**config.mk**
```make
export PLATFORM = sky130hd
export DESIGN_NAME = timer_ssg_counter
export DESIGN_NICKNAME = d
export VERILOG_FILES = /design/src/rtl/timer_ssg_counter_pkg.sv /design/src/rtl/timer_ssg_counter_digit.sv /design/src/rtl/timer_ssg_counter.sv
export SDC_FILE = /design/constraint.sdc
export NUM_CORES = 1
export LEC_CHECK = 0
export CORE_ASPECT_RATIO = 1.5
export CORE_UTILIZATION = 45
export DETAILED_ROUTE_END_ITERATION = 8
export GPL_ROUTABILITY_DRIVEN = 0
export PLACE_DENSITY = 0.78
export SLEW_MARGIN = 10
export SYNTH_ARGS = -nofsm -noshare
export SYNTH_HDL_FRONTEND = slang
export SYNTH_SLANG_ARGS = --single-unit
export TNS_END_PERCENT = 20
```
**constraint.sdc**
```tcl
create_clock -name clk -period 2 [get_ports clk]
set_input_delay 0.4 -clock clk [delete_from_list [all_inputs] [get_ports clk]]
set_output_delay 0.4 -clock clk [all_outputs]
set_load 0.01 [all_outputs]
```
**src/rtl/timer_ssg_counter_pkg.sv**
```systemverilog
// Shared constants and helpers for the cascaded BCD timer with seven-segment output.
// Holds the digit/segment widths, the digit limit and the segment table.
package timer_ssg_counter_pkg;

  localparam int unsigned BCD_W      = 4;
  localparam int unsigned SEG_W      = 7;
  localparam int unsigned MAX_DIGITS = 6;

  // Segment bit 0 = a ... bit 6 = g, 1 = lit
  localparam logic [SEG_W-1:0] SEG_TABLE [10] = '{
    7'h3F, 7'h06, 7'h5B, 7'h4F, 7'h66, 7'h6D, 7'h7D, 7'h07, 7'h7F, 7'h6F
  };

  function automatic logic [BCD_W-1:0] bcd_clamp(input logic [BCD_W-1:0] d);
    return (d > 4'd9) ? 4'd9 : d;
  endfunction

  function automatic logic [SEG_W-1:0] seg_decode(input logic [BCD_W-1:0] d);
    return (d > 4'd9) ? '0 : SEG_TABLE[d];
  endfunction

endpackage

```
**src/rtl/timer_ssg_counter_digit.sv**
```systemverilog
// One BCD digit of the cascade: 4-bit register with load, up/down step and carry chain.
// cout asserts when this digit steps past its terminal value and the next digit must move.
module bcd_digit
  import timer_ssg_counter_pkg::*;
(
  input  logic             clk,
  input  logic             reset,
  input  logic             load,
  input  logic [BCD_W-1:0] value,
  input  logic             up_down,
  input  logic             cin,
  input  logic             hold,
  output logic [BCD_W-1:0] q,
  output logic             term,
  output logic             cout
);

  logic step;

  assign term = up_down ? (q == 4'd9) : (q == 4'd0);
  assign cout = cin & term;
  assign step = cin & ~hold;

  always_ff @(posedge clk or negedge reset) begin
    if (!reset) begin
      q <= '0;
    end else if (load) begin
      q <= value;
    end else if (step) begin
      if (up_down) q <= (q == 4'd9) ? 4'd0 : q + 4'd1;
      else         q <= (q == 4'd0) ? 4'd9 : q - 4'd1;
    end
  end

endmodule

```
**src/rtl/timer_ssg_counter.sv**
```systemverilog
// Cascaded BCD up/down timer with preset, auto-reload, terminal-count pulse,
// sticky done flag and a combinational seven-segment image of the count.
module timer_ssg_counter
  import timer_ssg_counter_pkg::*;
#(
  parameter int unsigned DIGITS = 3
) (
  input  logic                    clk,
  input  logic                    reset,
  input  logic                    enable,
  input  logic                    load,
  input  logic                    up_down,
  input  logic                    auto_reload,
  input  logic [BCD_W*DIGITS-1:0] load_value,
  output logic [BCD_W*DIGITS-1:0] count,
  output logic [SEG_W*DIGITS-1:0] ssg,
  output logic                    tc,
  output logic                    en_machine
);

  logic [DIGITS-1:0] term;
  logic [DIGITS:0]   carry;
  logic              at_t;
  logic              step_req;
  logic              term_step;
  logic              reload;
  logic              dig_load;
  logic              load_src;

  assign at_t      = &term;
  assign step_req  = enable & ~load & ~en_machine;
  assign carry[0]  = step_req;
  // The full carry chain reaching the top means every digit sat at terminal.
  assign term_step = carry[DIGITS];
  assign reload    = term_step & auto_reload;
  assign dig_load  = load | reload;
  assign load_src  = load | ~up_down;

  for (genvar k = 0; k < DIGITS; k++) begin : g_digit
    bcd_digit u_digit (
      .clk     (clk),
      .reset   (reset),
      .load    (dig_load),
      .value   (load_src ? bcd_clamp(load_value[BCD_W*k +: BCD_W]) : '0),
      .up_down (up_down),
      .cin     (carry[k]),
      .hold    (at_t),
      .q       (count[BCD_W*k +: BCD_W]),
      .term    (term[k]),
      .cout    (carry[k+1])
    );
    assign ssg[SEG_W*k +: SEG_W] = seg_decode(count[BCD_W*k +: BCD_W]);
  end

  always_ff @(posedge clk or negedge reset) begin
    if (!reset) begin
      tc         <= 1'b0;
      en_machine <= 1'b0;
    end else if (load) begin
      tc         <= 1'b0;
      en_machine <= 1'b0;
    end else if (term_step) begin
      tc <= 1'b1;
      if (!auto_reload) en_machine <= 1'b1;
    end else begin
      tc <= 1'b0;
    end
  end

endmodule

```
# Word-level counts from Yosys, hierarchy flattened
# Memory sizes are Yosys's and may differ from the RTL's.
# Cells that the tools add are included.
[word_totals]
rom_bits = 336
latch_bits = 0
inputBits = 18
reg_bits = 14
ram_bits = 0
n_memories = 3
wordCells = 92
[memory_table]
columns = ["memory", "words", "word_bits", "read_ports", "rd_ports_with_merged_regs", "write_ports", "line_no", "rtl"]
rows = [
  ["(no name shown)", 16, 7, 1, 0, 0, "timer_ssg_counter_pkg.sv:19", "return (d > 4'd9) ? '0 : SEG_TABLE[d];"],
  ["(no name shown)", 16, 7, 1, 0, 0, "timer_ssg_counter_pkg.sv:19", ""],
  ["(no name shown)", 16, 7, 1, 0, 0, "timer_ssg_counter_pkg.sv:19", ""],
]
[op_classes]
shifts = 0
div_mod_pow = 0
n_mux = 38
n_reduce_logical = 9
eq_ne = 4
bitwise = 18
n_mul = 0
n_addsub = 6
magnitude_cmp = 9
[op_table]
columns = ["operator", "count"]
rows = [
  ["two-way mux 4 bit", 21],
  ["two-way mux 7 bit", 9],
  ["> comparator 4 bit (second input constant)", 6],
  [">= comparator 5 bit (second input constant)", 3],
  ["NOT 4 -> 5 bit", 3],
  ["adder 4 x 1 -> 4 bit (second input constant)", 3],
  ["== test 4 bit (second input constant)", 3],
  ["logical NOT 4 bit", 3],
  ["subtractor 4 x 1 -> 4 bit (second input constant)", 3],
  ["AND 1 bit", 9],
  ["two-way mux 1 bit", 8],
  ["nonzero test 2 bit", 4],
  ["NOT 1 bit", 4],
  ["AND reduction 3 bit", 1],
  ["!= test 2 bit (second input constant)", 1],
  ["bitwise OR 1 bit", 2],
  ["AND reduction 2 bit", 1],
]

# Depth between registers and ports, before layout
[depth]
word_depth = 9
depth_mapped = 10
ltp_nobuf = 7

# By module
# From an unflattened synthesis, not the netlist that was laid out.
[hier_totals]
cells_unflattened = 252
hier_area_um2 = 1994.4
[by_module_without_submodules]
columns = ["mod", "n_inst", "area_per_inst_um2", "cells_each"]
rows = [
  ["bcd_digit", 3, 399.1, 46],
  ["timer_ssg_counter", 1, 797.0, 114],
]

# Least setup slack after synthesis
# No wires, ideal clock.
[synth_timing]
path_type = "register to register"
start = "register g_digit[0].u_digit.q[0]"
end = "register g_digit[2].u_digit.q[2]"
path_buffers = 2
setup_slack_ns = -0.279
stages_incl_launch_ff = 10
t_required_ns = 1.926
arrival_ns = 2.205
setup_ns = 0.074
synth_period_minus_slack_ns = 2.279
cell_sequence = "dfrtp_1 -> inv_1 -> ha_1 -> clkbuf_2 -> nor4b_4 -> o21ai_2 -> or3b_1 -> buf_2 -> mux2_4 -> o21ai_2"
[synth_between]
elab_chain_len = 8
elab_cells_between_ends = 13
classes_between = "eq/ne: 1; mux: 2; bitwise: 7; reduce/logical: 3"
[synth_lines]
columns = ["item", "line_no", "rtl"]
rows = [
  ["start: declaration", "timer_ssg_counter_digit.sv:13", "output logic [BCD_W-1:0] q,"],
  ["start signal: assignment", "timer_ssg_counter_digit.sv:28", "q <= value;"],
  ["start signal: assignment", "timer_ssg_counter_digit.sv:30", "if (up_down) q <= (q == 4'd9) ? 4'd0 : q + 4'd1;"],
  ["start signal: assignment", "timer_ssg_counter_digit.sv:31", "else q <= (q == 4'd0) ? 4'd9 : q - 4'd1;"],
  ["== test 4 bit / logical NOT 4 bit (equally long branches)", "timer_ssg_counter_digit.sv:20", "assign term = up_down ? (q == 4'd9) : (q == 4'd0);"],
  ["two-way mux 1 bit (*)", "timer_ssg_counter_digit.sv:20", ""],
  ["AND 1 bit (3 in a row)", "timer_ssg_counter_digit.sv:21", "assign cout = cin & term;"],
  ["AND 1 bit", "timer_ssg_counter.sv:35", "assign reload = term_step & auto_reload;"],
  ["bitwise OR 1 bit", "timer_ssg_counter.sv:36", "assign dig_load = load | reload;"],
  ["two-way mux 4 bit / nonzero test 2 bit (equally long branches)", "n/a", ""],
  ["end signal: assignment", "timer_ssg_counter_digit.sv:28", ""],
  ["end signal: assignment", "timer_ssg_counter_digit.sv:30", ""],
  ["end signal: assignment", "timer_ssg_counter_digit.sv:31", ""],
  ["end: declaration", "timer_ssg_counter_digit.sv:13", ""],
]
# Mark *: on every way between the ends. The rest lies on a longest branch, timed or not.
# A chain may end at the register's enable or synchronous reset.

# Worst setup path after layout
[layout_timing]
start = "register g_digit[1].u_digit.q[1]"
end = "register g_digit[1].u_digit.q[0]"
[layout_between]
elab_chain_len = 7
elab_cells_between_ends = 16
classes_between = "eq/ne: 1; mux: 6; bitwise: 6; reduce/logical: 3"
[layout_lines]
columns = ["item", "line_no"]
rows = [
  ["start: declaration", "timer_ssg_counter_digit.sv:13"],
  ["start signal: assignment", "timer_ssg_counter_digit.sv:28"],
  ["start signal: assignment", "timer_ssg_counter_digit.sv:30"],
  ["start signal: assignment", "timer_ssg_counter_digit.sv:31"],
  ["== test 4 bit / logical NOT 4 bit (equally long branches)", "timer_ssg_counter_digit.sv:20, timer_ssg_counter_digit.sv:30, timer_ssg_counter_digit.sv:31"],
  ["two-way mux 1 bit", "timer_ssg_counter_digit.sv:20"],
  ["AND 1 bit (2 in a row)", "timer_ssg_counter_digit.sv:21"],
  ["AND 1 bit", "timer_ssg_counter.sv:35"],
  ["bitwise OR 1 bit", "timer_ssg_counter.sv:36"],
  ["two-way mux 4 bit / nonzero test 2 bit (equally long branches)", "n/a"],
]
# Several ways; a longest one is shown, not always the timed one. The select of a mux whose other input is x is not followed.

==> results.yml <==
place:
  placed_area_sq_mm: 0.00312
  portBuffers: 52
  hpwl_microns: 5160
  dp.cells: 426
final_layout:
  final_cells: 442
  area_growth_pct: 69.1
  final_cell_area_sq_mm: 0.00339
  multi_input_area_sq_mm: 0.00171
  fin_nets: 437
  fill_cells: 273
  diodes: 0
  seq_area_sq_um: 358
  drive_above_1_share: 0.429
clock_tree:
  ctsHtreeMaxLevel: 1
  cts_buffers: 3
  root_buffer: "clkbuf_8"
  clkLatencyLatePin_ns: 0.25
  ctsHoldBuffers: 0
  cts_tree: "yes"
  clock_sinks: 14
  clk_pin_slew_ns: 0.06
  clk_path_buf_depth: 2
floorplanning:
  io_pins: 53
  dieArea_sq_mm: 0.00473
  fp.coreArea_sq_mm: 0.00425
  start_util: 0.472
  die_w_microns: 56.5
  num_rows: 29
  fp.dieH_microns: 83.8
setup_path:
  r2r_setup_slack_ns: -0.25
  path_class: "flop to flop"
  critPathLaunchType: "flop"
  cpLargestDelayFamily: "compound AO/OA/AOI/OAI gates"
  worstRegToRegCells: 10
  cp_common_cell: "buf_6"
  cp_cell_sequence: "inv_2, buf_6, ha_4, nor4b_4, buf_4, o22ai_4, o31ai_4, buf_6, o211ai_1, o31ai_1"
  worstReg2RegStart: "g_digit[1].u_digit.q[1]"
  cp_num_buf_inv: 4
  arrival_ns: 2.37
  endpoint_kind: "flop"
  crit_path_end: "g_digit[1].u_digit.q[0]"
  cp-startpoint: "g_digit[1].u_digit.q[1]"
  r2r_end: "g_digit[1].u_digit.q[0]"
  crit_path_max_fanout: 6
  crit_slowest_cell: "o31ai_4"
  cp_num_cells: 10
  worstPathRequired_ns: 2.12
  max_stage_delay_ns: 0.42
sta:
  rsz0062_at_grt: "true"
  drv_slew: 0
  max_slew_margin: 0.739
  fin_skew_ns: 0.00439
  fin_tns_setup_ns: -2.41
  period_needed_ns: 2.25
  finalSetupViolations: 22
  worstMarginPinSlew_ns: 0.391
  fmax_mhz: 444
  fin_ws_ns: -0.251
  hold_viol: 0
  fin_crit_sh: 1.13
worst_hold_path:
  hold_path_class: "input port to async pin"
routing:
  viasPerCell: 6.07
  wl_per_cell_microns: 17.3
  drtPass1Iterations: 4
  drcViolationCount: 0
  wl_microns: 7660
  drtIter0Drc: 125
  ant_nets: 0
  num_vias: 2681
global_routing:
  grt_pass1_vias: 2606
  grtUsageTotal: 0.289
  grt_max_degree: 15
  grt_first_pass_wirelength_microns: 11100
  overflow: 0
  antenna_found_initial: 0
logic_synthesis:
  ys_ff_latch: 14
  netlist_area_sq_mm: 0.00201
  async_flop_share: 1.00
  ys.flop_type: "dfrtp_1"
  avgSynthCellArea_sq_um: 7.48
  synth_edf_count: 0
  yosys_warnings: 0
  synth_nets: 308
  ys_seq_area_frac: 0.175
  synthCells: 268
  ys_types: 56
job:
  drv_cap: 0
power_and_ir_drop:
  ir_drop_mv: 0.467
  powerDensity_mw_per_mm2: 580
  leakagePower_nw: 1.50
outcome:
  status: "complete, but fails checks"
  violations: "negative setup slack"
layer usage:
layer  track usage  share of wire  vias to the layer above
met1         0.286           0.36                     1273
met4         0.155          0.051                        0
li1              -              -                     1228
met3        0.0372          0.052                       41
met2         0.555           0.54                      139
met5             0              0                        -
power by group:
group          switching [mW]  internal, mW
Sequential             0.0540         0.312
Combinational           0.639         0.675
Clock                   0.111         0.175
Total                   0.804          1.16
cell families (layout without fill, tap and decap cells):
kind of cell	after synthesis	count (layout)	synth area share
adders and majority gates	22	22	0.137
DFF	14	14	0.175
muxes	7	7	0.0511
buffers and inverters	35	163	0.0761
xor gates and xnor gates	2	2	0.00874
and+or+nand+nor	91	91	0.245
AOI/OAI and AO/OA	97	97	0.307
timing repair:
| item | 4_1_cts | 5_1_grt |
|---|---|---|
| setup buffers | 1 | 10 |
| pin swaps | 2 | 11 |
| setup endpoints to repair | 33 | 33 |
| cloned | 0 | 1 |
| gates resized for setup | 81 | 62 |
per-stage QoR:
| stage | utilization | total power [mW] | worst slack, ns | hold WS (ns) |
|---|---|---|---|---|
| 6_report | 0.799 | 1.97 | -0.251 | 0.487 |
| 5_1_grt | 0.799 | 2.07 | -0.303 | 0.522 |
| 4_1_cts | 0.747 | 1.82 | -0.171 | 0.480 |
| 3_5_place_dp | 0.734 | 1.58 | -0.448 | 0.651 |
| 3_3_place_gp | 0.734 | 1.55 | -0.363 | 0.654 |
| 2_1_floorplan | - | 0.930 | -0.155 | 0.104 |
cell type report:
cell class	count	area share
Inverter	16	0.0192
Clock buffer	4	0.0162
Timing Repair Buffer	143	0.338
Tap cell	46	0.0170
Sequential cell	14	0.106
Multi-Input combinational cell	219	0.504
sequential cells by signal, summed over array words and instances, names as in the netlist:
register           flops
g_digit.u_digit.q     12
tc                     1
en_machine             1
placed cells by master (no fill, tap or decap), drive strengths merged, types with 3 or more instances in the layout:
cell type | synthesis | layout
dfrtp | 14 | 14
o21a | 3 | 3
ha | 22 | 22
o31ai | 4 | 4
a221oi | 4 | 4
nor2 | 31 | 31
nor2b | 5 | 5
o211ai | 7 | 7
mux2 | 3 | 3
a21oi | 23 | 23
o22ai | 5 | 5
o21ai | 30 | 30
nand3 | 13 | 13
clkbuf | 9 | 8
nand2 | 16 | 16
clkdlybuf4s50 | 0 | 31
inv | 16 | 16
buf | 10 | 106
nand2b | 7 | 7
or3 | 3 | 3
synthesized netlist by cell type, drive strengths merged, types with 3 or more instances:
cell    number  area share
nor2b        5       0.016
inv         16       0.030
o211ai       7       0.026
clkbuf       9       0.017
nand3       13       0.032
a221oi       4       0.017
nor2        31       0.058
o21a         3       0.011
nand2       16       0.030
o22ai        5       0.016
nand2b       7       0.022
or3          3      0.0094
o21ai       30       0.079
buf         10       0.029
ha          22        0.14
o31ai        4       0.015
mux2         3       0.019
a21oi       23       0.057
dfrtp       14        0.17
worst min path at each step:
stage / start / end
global route: reset / g_digit[0].u_digit.q[0]
CTS: reset / g_digit[1].u_digit.q[2]
finish: reset / g_digit[1].u_digit.q[3]
detailed placement: en_machine / en_machine
global placement: en_machine / en_machine
floorplan: reset / en_machine
(Power assumes the default switching activity.)
